[src/rtl/full_adder.sv]
// full_adder
// Registered ripple-carry adder: {cout, sum} = a + b + cin, one cycle of
// latency, one operation per cycle. At WIDTH=1 it is a registered single-bit
// full adder.
//
// Ports
//   clk       in   rising-edge clock
//   rst       in   synchronous active-high reset
//   a, b      in   WIDTH-bit operands (unsigned or two's complement)
//   cin       in   carry into bit 0
//   in_valid  in   operands are sampled at this edge
//   sum       out  registered WIDTH-bit sum
//   cout      out  registered carry out of the MSB
//   ovf       out  registered signed overflow (carry into MSB ^ carry out of MSB)
//   out_valid out  sum/cout/ovf carry a new result this cycle
module full_adder #(
  parameter int WIDTH = 1
) (
  input  logic             clk,
  input  logic             rst,
  input  logic [WIDTH-1:0] a,
  input  logic [WIDTH-1:0] b,
  input  logic             cin,
  input  logic             in_valid,
  output logic [WIDTH-1:0] sum,
  output logic             cout,
  output logic             ovf,
  output logic             out_valid
);

  logic [WIDTH-1:0] sum_next;
  logic             cout_next;
  logic             ovf_next;

  logic [WIDTH-1:0] sum_reg;
  logic             cout_reg;
  logic             ovf_reg;
  logic             valid_reg;

  // One full-adder cell per bit. Each cell owns its carry-in/carry-out nets
  // and takes its carry-in from the previous cell, so the ripple chain is a
  // plain sequence of distinct nets rather than one vector feeding itself.
  for (genvar gi = 0; gi < WIDTH; gi++) begin : g_cell
    logic c_in;
    logic c_out;

    if (gi == 0) begin : g_first
      assign c_in = cin;
    end else begin : g_rest
      assign c_in = g_cell[gi-1].c_out;
    end

    assign sum_next[gi] = a[gi] ^ b[gi] ^ c_in;
    assign c_out        = (a[gi] & b[gi]) | (c_in & (a[gi] ^ b[gi]));
  end

  assign cout_next = g_cell[WIDTH-1].c_out;
  // Signed overflow: carry into the sign bit disagrees with carry out of it.
  assign ovf_next  = g_cell[WIDTH-1].c_in ^ g_cell[WIDTH-1].c_out;

  // Result registers load only on a valid edge, so don't-care (even X)
  // operands presented while in_valid is low never reach them.
  always_ff @(posedge clk) begin
    if (rst) begin
      sum_reg   <= '0;
      cout_reg  <= 1'b0;
      ovf_reg   <= 1'b0;
      valid_reg <= 1'b0;
    end else begin
      valid_reg <= in_valid;
      if (in_valid) begin
        sum_reg  <= sum_next;
        cout_reg <= cout_next;
        ovf_reg  <= ovf_next;
      end
    end
  end

  assign sum       = sum_reg;
  assign cout      = cout_reg;
  assign ovf       = ovf_reg;
  assign out_valid = valid_reg;

endmodule

[config.mk]
export PLATFORM = sky130hd
export DESIGN_NAME = full_adder
export DESIGN_NICKNAME = d
export VERILOG_FILES = /design/src/rtl/full_adder.sv
export SDC_FILE = /design/constraint.sdc
export NUM_CORES = 1
export LEC_CHECK = 0
export BUFFER_PORTS_ARGS = -buffer_cell sky130_fd_sc_hd__buf_4
export CAP_MARGIN = 25
export CORE_AREA = 2 2 39 41
export DETAILED_ROUTE_END_ITERATION = 8
export DIE_AREA = 0 0 41 43
export HOLD_SLACK_MARGIN = 0.05
export PLACE_DENSITY = 0.31
export SLEW_MARGIN = 20
export SYNTH_ARGS = -nofsm -noshare
export SYNTH_HDL_FRONTEND = slang
export SYNTH_SLANG_ARGS = --single-unit
[constraint.sdc]
create_clock -name clk -period 0.9 [get_ports clk]
set_input_delay 0.045 -clock clk [delete_from_list [all_inputs] [get_ports clk]]
set_output_delay 0.045 -clock clk [all_outputs]
set_load 0.01 [all_outputs]
==> impl_results.md <==
- Maximum root-to-sink buffer count: 2
- CP max stage cell: dlygate4sd3_1
- Worst-path cell chain: dlygate4sd3_1 > buf_4 > mux2i_1 > nor2_1
- Gr ovfl total: 0
- Sum Neg Setup Slack: 0 ps
- Fin util: 21.4%
- Wire length of the first global-routing pass: 531 µm
- CTS tree: done
- Placed cell area: 254 µm²
- Worst hold path type: in2reg
- Layout cells sized above 1: 50.0%
- Post-route ant nets: 0
- Fillers: 154
- NumNets Final: 37
- Number of flops mapped to enable cells by yosys: 0
- Max H-tree Level: 1
- Slew margin rel.: 87.8%
- Maximum Capacitance Violations: 0
- Wirelength per Cell: 7.55 µm
- Pwr dens: 1710 nW/µm²
- Min Tclk post-route: 835 ps
- Clk_skew: 0 ps
- Sequential area share after synthesis: 50.4%
- Switching Fraction: 21.3%
- Syn avg cell area: 12.2 µm²
- Core Region: 1380 µm²
- Slew Limit Fails: 0
- Seq cells post-synth: 4
- Main flop type after synthesis: dfxtp_1
- Initial antenna violation count: 0
- Fin. Hold Viols: 0
- Cells on worst reg2reg path: 2
- Comb power frac: 19.0%
- R2r startpoint: ovf$_SDFFE_PP0P_
- Critical Path Sink: cout$_SDFFE_PP0P_
- CP peak stage delay: 530 ps
- Post-synth top cells: 4 x dfxtp_1, 3 x nor2_1, 2 x mux2i_1
- Power share of the clock group: 41.9%
- Synth warn: 0
- Routability cong.: 0.608
- Rows: 14
- CP startpoint kind: primary input
- Total number of vias: 147
- DP HPWL: 268 µm
- Setup CP Type: in2reg
- Latest clock arrival within the worst-skew pair: 230 ps
- GRT Total Usage: 4.93%
- Register-to-register setup slack: 270 ps
- Initial core utilization: 11.5%
- Layout area overhead: 86.6%
- Critical path origin: in_valid
- Crit path max fanout: 5
- Final WL: 332 µm
- Sink Count: 4
- Worst slack, placed: -172 ps
- Crit end category: flop
- # diodes: 0
- Total CTS buffers: 3
- CP Data Required Time: 1020 ps
- Mapped Area: 159 µm²
- Fraction of registers with async set/reset: 0%
- Count of final setup violators: 0
- Worst slew pin tran: 182 ps
- Worst R2R End: ovf$_SDFFE_PP0P_
- Top cell type's share of synthesized area: 50.4%
- Die Wd: 41 µm
- Largest net degree at the start of global routing: 6
- Die area: 1760 µm²
- Post-Syn Instances: 13
- Arrival time of the worst setup path: 950 ps
- Initial DRC Count: 3
- DRC: 0
- Outcome: complete, no violations
- Synth top area cells: dfxtp_1 50%, fa_1 13%, mux2i_1 13%
- Number of global-route vias before repair: 147
- # IOs: 10
- PnR worst setup slack: 64.9 ps
- Clock transition at the registers of the reported paths: 30 ps
- Post-CTS setup buffers: 0
- Int Power: 398 µW
- Top-count cell post-synth: dfxtp_1
- Cell variety after synth: 7
- Sequential group share of total power: 39.2%
- Peak VDD IR: 0.958 mV
- Static leakage: 0.136 nW
- Height of the chip: 43 µm
- Crit share post-route: 92.8%
- CTS root buf: clkbuf_4
- Fmax achieved: 1200 MHz
- Total Power: 506 µW
- Drt via density: 3.34
- Sw power: 108 µW
- RSZ-0062 raised after global routing: no
- Cell taking the most area after synthesis: dfxtp_1
- Final Cell Area: 297 µm²
- 1st-pass router iterations: 2
- Syn_nets: 20
- Number of port buffers: 9
[layout make-up]
class                      instances  area, µm²  area share (%)
sequential                         4       80.1            27.0
timing repair buffer              12       95.1            32.1
multi-input combinational          9       78.8            26.6
tap                               16       20.0            6.75
clock buffer                       3       22.5            7.59
[power groups by stage]
| stage | Combinational, mW | Sequential [mW] | Clock, mW |
|---|---|---|---|
| floorplan | 0.0296 | 0.207 | 0 |
| global placement | 0.0900 | 0.200 | 0 |
| detailed placement | 0.0908 | 0.200 | 0 |
| CTS | 0.0982 | 0.198 | 0.224 |
| global route | 0.105 | 0.199 | 0.238 |
| finish | 0.0958 | 0.198 | 0.212 |
[worst min-delay path by stage]
stage | start | to | slack, ps | cells past startpoint
3_3_place_gp | rst | ovf$_SDFFE_PP0P_ | 240 | 2
3_5_place_dp | rst | ovf$_SDFFE_PP0P_ | 240 | 2
2_1_floorplan | rst | ovf$_SDFFE_PP0P_ | 110 | 1
5_1_grt | cin | ovf$_SDFFE_PP0P_ | 250 | 4
4_1_cts | cin | sum$_SDFFE_PP0P_ | 240 | 4
6_report | b | sum$_SDFFE_PP0P_ | 240 | 4
[cells in the final DEF, fill, tap and decap left out]
master         netlist  layout
dfxtp_1              4       4
buf_4                0      10
xnor2_1              1       1
dlygate4sd3_1        0       2
a211oi_2             1       1
clkbuf_4             0       3
nor2_1               3       3
nor2b_1              1       1
fa_1                 1       1
mux2i_1              2       2
[cells by family after synthesis]
| logic type | synth area share [%] |
|---|---|
| adder cells (fa/ha/maj) | 12.6 |
| flip-flops | 50.4 |
| multiplexers | 12.6 |
| XOR/XNOR | 5.51 |
| AND/OR/NAND/NOR | 11.0 |
| AO/OA/AOI/OAI | 7.87 |
[what timing repair did]
| action | CTS | global route |
|---|---|---|
| gates resized for setup | 0 | 0 |
| endpoints found under the setup margin | 0 | 0 |
| hold buffers | 2 | 0 |
| hold endpoints to repair | 4 | 0 |
[stage by stage]
| stage | hold slack, ps | cells |
|---|---|---|
| final | 236 | 44 |
| after CTS | 237 | 44 |
| after detailed placement | 242 | 39 |
| after floorplan | 110 | 13 |
| after global placement | 241 | 39 |
| after global routing | 253 | 44 |
[worst max-delay path: cells and delay by family]
| kind | cells | cell delay (ps) |
|---|---|---|
| buffers and inverters | 2 | 670 |
| muxes | 1 | 190 |
| and+or+nand+nor | 1 | 50 |
[layer usage]
layer / vias to the layer above / part of all wire, % / global-route usage (%)
met5: - / 0 / 0
met4: 0 / 0 / 2.00
met3: 0 / 19 / 6.28
met2: 12 / 35 / 5.63
met1: 61 / 46 / 5.19
li1: 74 / - / -
Power figures use the tool's default switching activity.
